==> config.mk <==
export PLATFORM = sky130hd
export DESIGN_NAME = pwm_ramp_ctrl
export DESIGN_NICKNAME = d
export VERILOG_FILES = /design/src/rtl/pwm_ramp_ctrl_pkg.sv /design/src/rtl/pwm_period_cnt.sv /design/src/rtl/pwm_ramp_ctrl.sv
export SDC_FILE = /design/constraint.sdc
export NUM_CORES = 1
export LEC_CHECK = 0
export CAP_MARGIN = 25
export CORE_UTILIZATION = 39
export DETAILED_ROUTE_END_ITERATION = 6
export GPL_TIMING_DRIVEN = 1
export MAX_ROUTING_LAYER = met4
export SLEW_MARGIN = 20
export SYNTH_ARGS = -nofsm -noshare
export SYNTH_HDL_FRONTEND = slang
export SYNTH_SLANG_ARGS = --single-unit
==> constraint.sdc <==
create_clock -name cLocK -period 5.45 [get_ports cLocK]
set_input_delay 1.09 -clock cLocK [delete_from_list [all_inputs] [get_ports cLocK]]
set_output_delay 1.09 -clock cLocK [all_outputs]
set_load 0.01 [all_outputs]
==> src/rtl/pwm_ramp_ctrl_pkg.sv <==
// Shared definitions for the PWM ramp controller: FSM state encodings and
// default geometry reused by the PWM generator top.
package pwm_ramp_ctrl_pkg;

  typedef enum logic [1:0] {
    ST_OFF  = 2'd0,
    ST_IDLE = 2'd1,
    ST_RAMP = 2'd2
  } state_e;

  localparam int DEF_W      = 8;
  localparam int DEF_PERIOD = 255;
  localparam int DEF_STEP   = 1;

endpackage

==> src/rtl/pwm_period_cnt.sv <==
// Tick-enabled 0..PERIOD period counter with synchronous clear, a look-ahead
// next-count output and a single-cycle wrap pulse marking the period end.
module pwm_period_cnt #(
  parameter int W      = 8,
  parameter int PERIOD = 255
) (
  input  logic         clk,
  input  logic         rst_n,
  input  logic         tick_i,
  input  logic         clr_i,
  output logic [W-1:0] cnt_o,
  output logic [W-1:0] cnt_next_o,
  output logic         wrap_o
);

  localparam logic [W-1:0] PERIOD_W = W'(PERIOD);

  logic [W-1:0] r_cnt;
  logic         w_last;

  assign w_last = (r_cnt == PERIOD_W);

  // NOTE: every always_comb output gets a default first so no path can leave
  // it unassigned and infer a latch.
  always_comb begin
    cnt_next_o = r_cnt;
    if (clr_i)       cnt_next_o = '0;
    else if (tick_i) cnt_next_o = w_last ? '0 : r_cnt + 1'b1;
  end

  // NOTE: sequential state uses non-blocking assignments so every register
  // samples the pre-edge values regardless of block ordering.
  always_ff @(posedge clk or negedge rst_n) begin
    if (!rst_n) r_cnt <= '0;
    else        r_cnt <= cnt_next_o;
  end

  assign cnt_o  = r_cnt;
  assign wrap_o = tick_i && !clr_i && w_last;

endmodule

==> src/rtl/pwm_ramp_ctrl.sv <==
// PWM sequencer: runs the period counter, accepts duty setpoints by valid/ready
// and soft-ramps the applied duty by STEP counts at each period end.
module pwm_ramp_ctrl
  import pwm_ramp_ctrl_pkg::*;
#(
  parameter int W      = DEF_W,
  parameter int PERIOD = DEF_PERIOD,
  parameter int STEP   = DEF_STEP
) (
  input  logic         cLocK,
  input  logic         rst_n,
  input  logic         tick_i,
  input  logic         en_i,
  input  logic         duty_vld_i,
  input  logic [W-1:0] duty_i,
  output logic         duty_rdy_o,
  output logic         pwm_o,
  output logic [W-1:0] cnt_o,
  output logic [W-1:0] duty_o,
  output logic         busy_o,
  output logic         done_o
);

  localparam logic [W-1:0] PERIOD_W = W'(PERIOD);
  localparam logic [W-1:0] STEP_W   = W'(STEP);
  localparam logic [W:0]   STEP_X   = (W+1)'(STEP);

  state_e       r_state, w_state_next;
  logic [W-1:0] r_cur_duty, r_target, r_pwm;
  logic         r_done;

  logic [W-1:0] w_duty_next, w_target_next, w_cnt_next, w_clamped, w_step_val;
  logic         w_done_next, w_wrap, w_clr, w_accept;
  logic [W:0]   w_cur_x, w_tgt_x, w_up_x, w_dn_lim_x;

  // The counter sits at 0 in OFF and is cleared on the edge that enters OFF.
  assign w_clr = (r_state == ST_OFF) || !en_i;

  pwm_period_cnt #(.W(W), .PERIOD(PERIOD)) u_cnt (
    .clk        (cLocK),
    .rst_n      (rst_n),
    .tick_i     (tick_i),
    .clr_i      (w_clr),
    .cnt_o      (cnt_o),
    .cnt_next_o (w_cnt_next),
    .wrap_o     (w_wrap)
  );

  assign w_accept  = duty_vld_i && duty_rdy_o;
  assign w_clamped = (duty_i > PERIOD_W) ? PERIOD_W : duty_i;

  // One-bit-wider arithmetic so cur+STEP and target+STEP cannot wrap.
  assign w_cur_x    = {1'b0, r_cur_duty};
  assign w_tgt_x    = {1'b0, r_target};
  assign w_up_x     = w_cur_x + STEP_X;
  assign w_dn_lim_x = w_tgt_x + STEP_X;

  always_comb begin
    w_step_val = r_target;
    if (r_cur_duty < r_target)
      w_step_val = (w_up_x >= w_tgt_x) ? r_target : r_cur_duty + STEP_W;
    else if (r_cur_duty > r_target)
      w_step_val = (w_cur_x <= w_dn_lim_x) ? r_target : r_cur_duty - STEP_W;
  end

  always_comb begin
    w_state_next  = r_state;
    w_duty_next   = r_cur_duty;
    w_target_next = r_target;
    w_done_next   = 1'b0;
    if (!en_i) begin
      w_state_next  = ST_OFF;
      w_target_next = r_cur_duty;
    end else begin
      unique case (r_state)
        ST_OFF: w_state_next = ST_IDLE;
        ST_IDLE: if (w_accept) begin
          w_target_next = w_clamped;
          if (w_clamped == r_cur_duty) w_done_next  = 1'b1;
          else                         w_state_next = ST_RAMP;
        end
        ST_RAMP: if (w_wrap) begin
          w_duty_next = w_step_val;
          if (w_step_val == r_target) begin
            w_state_next = ST_IDLE;
            w_done_next  = 1'b1;
          end
        end
        default: w_state_next = ST_OFF;
      endcase
    end
  end

  always_ff @(posedge cLocK or negedge rst_n) begin
    if (!rst_n) begin
      r_state    <= ST_OFF;
      r_cur_duty <= '0;
      r_target   <= '0;
      r_pwm      <= '0;
      r_done     <= 1'b0;
    end else begin
      r_state    <= w_state_next;
      r_cur_duty <= w_duty_next;
      r_target   <= w_target_next;
      r_pwm      <= {{(W-1){1'b0}}, en_i && (w_cnt_next < w_duty_next)};
      r_done     <= w_done_next;
    end
  end

  assign pwm_o      = r_pwm[0];
  assign duty_o     = r_cur_duty;
  assign duty_rdy_o = (r_state == ST_IDLE);
  assign busy_o     = (r_state == ST_RAMP);
  assign done_o     = r_done;

  // Upper bits of r_pwm are constant zero; fold them in so they count as used.
  logic w_pwm_hi_unused;
  assign w_pwm_hi_unused = |r_pwm[W-1:1];

endmodule

==> results.md <==
* FFs w/ async S/R, synth at 100%
* Per-cell via count in the routed design at 5.56
* Total number of H-tree levels at 1
* Count of TritonRoute iterations in the first routing pass at 4
* Vias at 2,641
* Count of clock tree sinks at 28
* TritonCTS Buffers at 3
* Worst r2r dst: r_pwm[0]$_DFF_PN0_
* Part of the Yosys area used for sequential elements at 23.0%
* Clock transition at the registers of the reported paths at around 0.09 ns
* Worst slew slack as a fraction of its limit at 53.2%
* Synth Register Bits at 28
* Portion of the clock cycle consumed by the worst path in the final layout at a little over four fifths
* Arrival @ worst endpoint at 4.77 ns
* DR iter-0 viols at about 160
* Initial Util at 41.1%
* DPL Wire Length at 6230 um
* X dimension of the die at 90.3 um
* Worst hold stages at 2
* Chip height at roughly 90 um
* Main synth FF type: dfrtp_1
* Warnings, synthesis at 0
* Worst Path Required at 5.64 ns
* Routed wire length per instance at around 17 um
* Residual DRC at 0
* Share of cells above drive strength 1 at between 7 and 8%
* Core Region at roughly 7400 um^2
* Initial antenna violation count at 0
* Sum of routed wire length over all layers at 8120 um
* PortBufs at 32
* Total die area at 8160 um^2
* Clock tree from TritonCTS: done
* Count of standard-cell rows at 31
* Hold buffer count at CTS at 0
* Fin nets at 430
* Max-Cap Viols at 0
* Area contributors post-synth: dfrtp_1, ha_1, xor2_1, xnor2_1, a21oi_1
* Setup bufs post-CTS at 0
* GR Util All Layers at 21.3%
* RSZ-0062 raised after global routing: no
* Outcome: completed
* Fmax achieved at about 0.22 GHz
* Fin. max-slew vios at 0
* Placer Congestion at 0.914
* Layout overhead on the synthesized area at 13.8%
* Cell area after technology mapping at 3040 um^2
* Remaining global-route overflow at 0
* Worst skew pair latency at 0.27 ns
* Number of enable-type register cells in the synthesized netlist at 0
* First-pass GRT wire length at 13,500 um
* Worst reg2reg path startpoint: duty_o[2]$_DFF_PN0_
* Worst IR drop on VDD at around 0.00015 V
* Number of gates resized after CTS at 0
* Largest net degree at the start of global routing at 29
* Post-synthesis cell type with the largest combined area: dfrtp_1
* Total leakage power at 0.00155 uW
* Worst-margin pin slew at 0.703 ns
* Synth top area share at a little under a quarter
* Register-to-register path setup slack at 0.87 ns
* Sort of element at the end of the critical path: flop
* Number of global-route vias before repair at 2,556
* Root buf cell: clkbuf_8
* Setup violators final at 0
* Setup skew after layout at 0.00575 ns
* Final critical-path required period at 4.58 ns
* Count of distinct cell types in the synthesized netlist at 62
* Post-Route Hold Slack at 0.576 ns
* Final hold vios at 0
* Launching element type of the critical path: flop
* Number of nets with antenna violations after routing at 0
* Synthesized net count at 407
* Class of the worst hold path: flop to flop
* Count of boundary I/O pins at 33
* Crit Path Class: flop to flop
* Worst-case hold path end point: r_state[1]$_DFFE_PN0P_
* Per-instance average area after synthesis at 8.57 um^2
* Min-Delay Startpoint: r_state[1]$_DFFE_PN0P_
* Total power per unit cell area at roughly 160 nW/um^2
* Diode insertion count for antenna repair at 0
* Highest fanout seen on the critical path at 19
* CTS max path bufs at 2
* Instance count of the mapped netlist at about 360
* Worst r2r path cells at 17
* Setup Total Neg Slack at 0 ns
-- stage by stage --
stage          utilization [%]  cells  power, uW  instance area [um^2]  worst slack, ns
6_report                  46.7    475        567                  3460            0.873
5_1_grt                   46.7    475        609                  3460            0.453
4_1_cts                   46.7    475        574                  3460            0.887
3_5_place_dp              46.2    472        460                  3420            0.900
3_3_place_gp              46.2    472        457                  3420            0.988
2_1_floorplan                -    355        389                  3040             1.45
-- power by group --
group          switching (uW)  total, uW  leakage [uW]  internal, uW
registers                24.9        246      0.000366           221
logic                     115        210       0.00116          95.0
clock network            61.2        111     0.0000216          49.6
total                     201        567       0.00155           365
-- kinds of logic (layout without fill, tap and decap cells) --
| logic type | Yosys count | in the layout | share of synthesized area (%) |
|---|---|---|---|
| AO/OA/AOI/OAI | 73 | 73 | 16.8 |
| XOR/XNOR | 46 | 46 | 13.2 |
| adder cells (fa/ha/maj) | 39 | 39 | 16.0 |
| buffers and inverters | 40 | 61 | 6.09 |
| flip-flops | 28 | 28 | 23.0 |
| multiplexers | 11 | 11 | 3.62 |
| AND/OR/NAND/NOR | 118 | 118 | 21.2 |
-- cell type report --
class / count / area (um^2)
clock buffer: 3 / 41.3
fill: 734 / 3950
inverter: 20 / 75.1
multi-input combinational: 287 / 2160
sequential: 28 / 701
tap: 99 / 124
timing repair buffer: 38 / 365
-- flip-flops by register name, indices dropped and copies added (netlist names) --
| signal | cells |
|---|---|
| done_o | 1 |
| duty_o | 8 |
| r_pwm | 1 |
| r_state | 2 |
| r_target | 8 |
| u_cnt.cnt_o | 8 |
-- cells in the final DEF, fill, tap and decap left out, types with 3 or more instances in the layout --
cell             Yosys  final
nor3_1               6      6
inv_1               16     16
clkdlybuf4s50_1      0     32
o32ai_1              4      4
buf_4                3      6
o22ai_1              3      3
nand4_1             11     11
nand3_1             16     16
dfrtp_1             28     28
o21a_1               3      3
a21o_1               6      6
xnor2_1             20     20
ha_1                39     39
mux2i_1             11     11
clkbuf_8             0      3
nand2b_1             3      3
o21ai_0              4      4
a211oi_1             3      3
nand2_1             28     28
nor2_1              31     31
a21oi_1             26     26
xor2_1              26     26
inv_2                4      4
-- worst max-delay path, cell delays in order (launching register included) --
cell and delay [ns]:
dfrtp_1 0.80, and4_1 0.33, nand4_1 0.17, xnor2_1 0.25, ha_1 0.28, and3_1 0.19
a221o_1 0.36, a31oi_4 0.23, nand3_2 0.27, nand2_1 0.24, nor2_1 0.06, o32ai_1 0.40
ha_1 0.32, a21oi_1 0.14, nor2b_1 0.06, a41oi_1 0.16, nand4b_1 0.10, a31oi_1 0.14
-- worst max-delay path by stage --
stage	startpoint	to	slack [ns]	cells past startpoint
finish	duty_o[2]$_DFF_PN0_	r_pwm[0]$_DFF_PN0_	0.87	17
global route	duty_o[2]$_DFF_PN0_	r_pwm[0]$_DFF_PN0_	0.45	18
CTS	duty_o[2]$_DFF_PN0_	r_pwm[0]$_DFF_PN0_	0.89	17
detailed placement	duty_o[2]$_DFF_PN0_	r_pwm[0]$_DFF_PN0_	0.90	17
global placement	tick_i	r_pwm[0]$_DFF_PN0_	0.99	13
floorplan	duty_o[2]$_DFF_PN0_	r_pwm[0]$_DFF_PN0_	1.45	19
-- routing by layer --
metal,global-route usage (%),vias to the layer above,wire length [um]
met5,-,-,0
met4,6.72,0,132
li1,-,1320,-
met2,34.4,62,3760
met1,28.4,1250,3840
met3,1.60,9,391
-- synth_stat cells (2+ instances only) --
cell type	count
xor2_1	26
a21oi_1	26
o22ai_1	3
xnor2_1	20
mux2i_1	11
nor4_1	2
a21o_1	6
a211oi_1	3
inv_1	16
buf_2	7
inv_2	4
o21a_1	3
nand4b_1	2
nor3_1	6
nor2b_1	2
a221oi_1	2
and4_1	2
buf_6	2
nor2_1	31
nand4_1	11
nor2_2	2
buf_4	3
a31oi_1	2
ha_1	39
o21ai_0	4
nand3_1	16
a211o_1	2
clkbuf_1	7
nand2_1	28
nor3b_2	2
dfrtp_1	28
nand2b_1	3
o32ai_1	4
o31ai_1	2
Power figures use the tool's default switching activity.
